## src/rtl/fir_diff_tap_line.sv

```systemverilog
// Sample delay line and antisymmetric pre-subtraction for the order-9 differentiating FIR.
// Emits TAPS/2 exact tap-pair differences per accepted sample, once the line has filled.
module fir_diff_tap_line #(
    parameter int DATA_WIDTH = 14,
    parameter int TAPS       = 10,
    parameter int PAIRS      = TAPS / 2
) (
    input  logic                               clk,
    input  logic                               rst,
    input  logic                               clear,
    input  logic                               in_valid,
    output logic                               in_ready,
    input  logic [DATA_WIDTH-1:0]              in_data,
    output logic                               out_valid,
    input  logic                               out_ready,
    output logic [PAIRS*(DATA_WIDTH+1)-1:0]    out_pair
);

    localparam int PW    = DATA_WIDTH + 1;
    localparam int CNT_W = $clog2(TAPS + 1);
    localparam logic [CNT_W-1:0] FILL_FULL = CNT_W'(TAPS);
    localparam logic [CNT_W-1:0] FILL_LAST = CNT_W'(TAPS - 1);

    logic [DATA_WIDTH-1:0] tap_r     [TAPS];
    logic [DATA_WIDTH-1:0] shifted_s [TAPS];
    logic [CNT_W-1:0]      fill_cnt_r;
    logic                  out_valid_r;
    logic [PAIRS*PW-1:0]   out_pair_r;
    logic [PAIRS*PW-1:0]   pairs_s;
    logic                  in_ready_s;
    logic                  accept_s;
    logic                  primed_s;

    function automatic logic [PW-1:0] sext(input logic [DATA_WIDTH-1:0] v);
        return {v[DATA_WIDTH-1], v};
    endfunction

    // Accept only when the held output is empty or being drained this cycle.
    always_comb begin
        in_ready_s = 1'b0;
        if (rst || clear) begin
            in_ready_s = 1'b0;
        end else begin
            in_ready_s = !out_valid_r || out_ready;
        end
    end

    assign accept_s = in_valid && in_ready_s;
    // Primed when this accept completes the fill, or the line is already full.
    assign primed_s = (fill_cnt_r >= FILL_LAST);

    // Post-shift view of the line, with the incoming sample standing in as tap[0].
    always_comb begin
        shifted_s[0] = in_data;
        for (int i = 1; i < TAPS; i++) begin
            shifted_s[i] = tap_r[i-1];
        end
    end

    // One extra bit makes every pair difference exact.
    always_comb begin
        pairs_s = '0;
        for (int k = 0; k < PAIRS; k++) begin
            pairs_s[k*PW +: PW] = sext(shifted_s[k]) - sext(shifted_s[TAPS-1-k]);
        end
    end

    // Delay line and fill counter.
    always_ff @(posedge clk or posedge rst) begin
        if (rst) begin
            tap_r      <= '{default: '0};
            fill_cnt_r <= '0;
        end else if (clear) begin
            tap_r      <= '{default: '0};
            fill_cnt_r <= '0;
        end else if (accept_s) begin
            tap_r <= shifted_s;
            if (fill_cnt_r != FILL_FULL) begin
                fill_cnt_r <= fill_cnt_r + CNT_W'(1);
            end
        end
    end

    // Output register: a primed accept reloads, otherwise a drain empties it.
    always_ff @(posedge clk or posedge rst) begin
        if (rst) begin
            out_valid_r <= 1'b0;
            out_pair_r  <= '0;
        end else if (clear) begin
            out_valid_r <= 1'b0;
        end else if (accept_s && primed_s) begin
            out_valid_r <= 1'b1;
            out_pair_r  <= pairs_s;
        end else if (out_valid_r && out_ready) begin
            out_valid_r <= 1'b0;
        end
    end

    assign in_ready  = in_ready_s;
    assign out_valid = out_valid_r;
    assign out_pair  = out_pair_r;

endmodule

```

## config.mk

```make
export PLATFORM = sky130hd
export DESIGN_NAME = fir_diff_tap_line
export DESIGN_NICKNAME = d
export VERILOG_FILES = /design/src/rtl/fir_diff_tap_line.sv
export SDC_FILE = /design/constraint.sdc
export NUM_CORES = 1
export LEC_CHECK = 0
export CAP_MARGIN = 25
export CORE_ASPECT_RATIO = 1.75
export CORE_MARGIN = 2
export CORE_UTILIZATION = 53
export DETAILED_ROUTE_END_ITERATION = 10
export MAX_ROUTING_LAYER = met4
export PLACE_DENSITY = 0.8
export SLEW_MARGIN = 15
export SYNTH_ARGS = -nofsm -noshare
export SYNTH_HDL_FRONTEND = slang
export SYNTH_SLANG_ARGS = --single-unit
```

## constraint.sdc

```tcl
create_clock -name clk -period 6.7 [get_ports clk]
set_clock_uncertainty 0.1 [all_clocks]
set_input_delay 0.67 -clock clk [delete_from_list [all_inputs] [get_ports clk]]
set_output_delay 0.67 -clock clk [all_outputs]
set_load 0.005 [all_outputs]
```

[Word level (Yosys, flattened, before mapping)]
Index checks and enable logic that the tools add are counted.
Storage, ports and cells
  register bits: 206
  input bits: 19
  output and inout port bits: 77
Cells by class
  $add $sub $neg: 6
  $lt $le $gt $ge: 1
  equal/unequal tests: 1
  multiplexer cells: 9
  bitwise logic cells: 1
  reduce and logical (&&, ||, !) cells: 11
Operators by type and width (count)
  $mux W140: 2
  $sub A14 B14 Y15: 5
  $mux W4: 3
  $add A4 B1 Y4 const B: 1
  $ge A4 B4 Y1 const B: 1
  $mux W1: 4
  $ne A4 B4 Y1 const B: 1
  $reduce_and A2 Y1: 2
  $reduce_bool A2 Y1: 2
  $logic_and A1 B1 Y1: 3
  $reduce_bool A3 Y1: 1
  $logic_or A1 B1 Y1: 2
  $logic_not A1 Y1: 1
  $not A1 Y1: 1

[Longest topological paths before layout]
  depth after elaboration: 7
  depth in mapped cells: 9
  depth with buffers taken out: 9

[Worst setup path after synthesis]
Ideal clock, no wire load.
  kind: input to register
  start point: input port in_data[0]
  end point: register out_pair_r[14], in the netlist out_pair[14]
  library setup time: 128 ps
  data arrival time: 2219 ps
  data required time: 6472 ps
  setup slack: 4253 ps
  stages: 9
  cell sequence: inv_1 ha_1 fa_1 nor2b_1 o31ai_1 a21oi_1 a41oi_1 nor4_1 nor3_1
On the way
  word-level cells in the longest chain between the ends: 1
RTL lines
  from (decl): line 13  | input logic [DATA_WIDTH-1:0] in_data,
  $sub A14 B14 Y15: line 64  | pairs_s[k*PW +: PW] = sext(shifted_s[k]) - sext(shifted_s[TAPS-1-k]);
  to (signal assigned): line 93  | out_pair_r <= pairs_s;
  to (decl): line 28  | logic [PAIRS*PW-1:0] out_pair_r;
Every way passes these cells.
A chain may end at the register's enable or synchronous reset.

[Worst setup path in the final report]
  start point: register tap_r, in the netlist shifted_s[30]
  end point: register out_pair_r[43], in the netlist out_pair[43]
On the way
  word-level cells in the longest chain between the ends: 1
RTL lines
  from (decl): line 24  | logic [DATA_WIDTH-1:0] tap_r [TAPS];
  from (signal assigned): line 77  | tap_r <= shifted_s;
  $sub A14 B14 Y15: line 64
Every way passes these cells.

==> qor.txt <==
Synth-to-Final Area Change = 15.7%
Peak VDD IR = 128 uV
Data arrival, critical path = 3.21 ns
Die Ht = 197 um
Startpoint types = flip-flop
Max Fclk = 0.338 GHz
Die W = 115 um
Pwr Density = 202 mW/mm^2
Register bit total from synthesis = 206
Clk sink count = 206
Sw power = 640 uW
Final setup fails = 0
PortBufs = 95
# H-tree levels = 1
Clock-pin slew on the worst setup and hold paths = 0.07 ns
Multi-input logic area = 0.00559 sq mm
Clock network power share = 0.439
Share of cells above drive strength 1 = 0.0359
Final wirelength = 27000 um
Overall Global Routing Usage = 0.249
Async set-reset flop share out of synthesis = 1.00
Drt first pass iters = 6
Slew Limit Headroom = 0.257
FP Rows = 70
Placed instance area = 0.0124 sq mm
Clock buffer depth = 3
1st-iter DRT viols = 642
Storage cell area = 0.00515 sq mm
Sequential Power Share = 0.474
Final setup margin = 3.74 ns
Worst Tran Pin Value = 1.10 ns
Hold Violations, Final = 0
Combinational group share of total power = 0.087
N_diodes = 0
CORE AREA = 0.0209 sq mm
Starting Density = 0.541
Maxcap violations = 0
Placed insts = 1584
Main flop type after synthesis = dfrtp_1
Cts repair resizes = 0
Layout net count = 1452
Top post-synthesis cells by count = 333 x nand2_1, 206 x dfrtp_1, 102 x a21oi_1
Fillers = 1759
Final ANT Viol Nets = 0
Sw frac = 0.241
Leak = 5.82 nW
Num CTS Buffers = 19
Minimum clock period = 2.96 ns
EDFF count, synth = 0
CTS tree = built
Area leader, netlist = dfrtp_1
Post-Synthesis Cells = 1293
Status = finished clean
Initial antenna violation count = 0
Seq/Total Area, Yosys = 0.455
Setup TNS = 0 ns
Worst min path class = flip-flop to flip-flop
Most numerous cell in the Yosys netlist = nand2_1
DR DRC count = 0
Number of global-route vias before repair = 9030
CTS root buf = clkbuf_16
Crit Path Max Fanout = 4
Ports = 96
# hold bufs at CTS = 0
Setup repair bufs after CTS = 0
Avg Synthesized Cell Area = 8.76 sq um
Yosys warnings = 0
Yosys cell types = 57
Die area = 0.0226 sq mm
Pin count of the biggest net entering global routing = 145
First-pass GRT wire length = 44300 um
Crit path kind = flip-flop to flip-flop
Crit path capture type = flip-flop
Fin. max-slew vios = 0
Clock Latency Late Sink = 0.49 ns
WP data required = 6.94 ns
Via count = 9222
Post-route cell area = 0.0131 sq mm
Pint = 2.01 mW
GP Congestion = 0.913
Synthesized net count = 1391
Cell Count, Final, Fillers Out = 1617
Post-DP HPWL = 18200 um
Dpl ws = 3.34 ns
Cell area after synthesis = 0.0113 sq mm
Grt total ovfl = 0
Top cells by area, synth = dfrtp_1 46%, nand2_1 11%, ha_1 8.2%
Post-route clock period utilization = 0.442
Area share of the largest cell type after synthesis = 0.455
Routed WL per cell = 16.7 um
Unrepaired setup endpoints after global routing = false
Vias/cell = 5.70
-- power groups by stage --
stage | sequential, mW | combinational (mW) | clock (mW)
after floorplan | 1.28 | 0.159 | 0
after global placement | 1.28 | 0.221 | 0
after detailed placement | 1.28 | 0.227 | 0
after CTS | 1.26 | 0.228 | 1.18
after global routing | 1.26 | 0.254 | 1.23
final | 1.26 | 0.231 | 1.16
-- registers in the layout (all words and copies together), names as in the netlist --
name        flops
shifted_s     126
out_pair       75
fill_cnt_r      4
out_valid       1
-- stage by stage --
step	util	hold WS (ns)	total power [mW]
finish	0.626	0.368	2.65
global route	0.626	0.401	2.74
CTS	0.625	0.375	2.67
detailed placement	0.594	0.360	1.51
global placement	0.593	0.353	1.50
floorplan	-	0.349	1.44
-- critical path, stage by stage, from the launching register on --
cell,delay [ns]
dfrtp_1,0.39
inv_1,0.06
ha_1,0.34
o21ai_0,0.21
a21oi_1,0.11
o41ai_1,0.96
o221ai_1,0.28
xnor2_1,0.27
o21ai_0,0.10
-- per-layer routing --
layer | global-route usage | part of all wire
met1 | 0.294 | 0.40
met2 | 0.425 | 0.52
met3 | 0.0252 | 0.033
met4 | 0.118 | 0.051
met5 | - | 0
-- layout by cell type, fill, tap and decap left out, drive strengths merged, types with 26 or more instances in the layout --
cell type	count
inv	91
ha	74
o21ai	85
clkdlybuf4s50	94
nor2	39
clkbuf	26
nand2	333
a21oi	102
dfrtp	206
o31ai	29
nand3b	47
-- cell families after synthesis --
group	Yosys count	synth area share
compound gates	301	0.162
simple gates	506	0.203
flops	206	0.455
buf+inv	155	0.0531
fa+ha+maj	79	0.0906
xor+xnor	43	0.0332
mux	3	0.00265
-- area by class of cell --
class,count,area share
Multi-Input combinational cell,932,0.426
Sequential cell,206,0.393
Timing Repair Buffer,104,0.0800
Clock buffer,26,0.0413
Inverter,91,0.0266
Tap cell,252,0.0241
Clock inverter,6,0.00821
-- final timing paths --
check | startpoint | endpoint | slack (ns) | cells past startpoint
max reg2reg | shifted_s[30]$_DFFE_PP0P_ | out_pair[43]$_DFFE_PP0P_ | 3.74 | 8
min in group asynchronous | rst | out_pair[23]$_DFFE_PP0P_ | 0.58 | 2
max in group asynchronous | rst | shifted_s[111]$_DFFE_PP0P_ | 4.68 | 3
min reg2reg | out_pair[19]$_DFFE_PP0P_ | out_pair[19]$_DFFE_PP0P_ | 0.37 | 2
max | shifted_s[30]$_DFFE_PP0P_ | out_pair[43]$_DFFE_PP0P_ | 3.74 | 8
min | out_pair[19]$_DFFE_PP0P_ | out_pair[19]$_DFFE_PP0P_ | 0.37 | 2
Note: power is estimated with default switching activity, not from simulation.
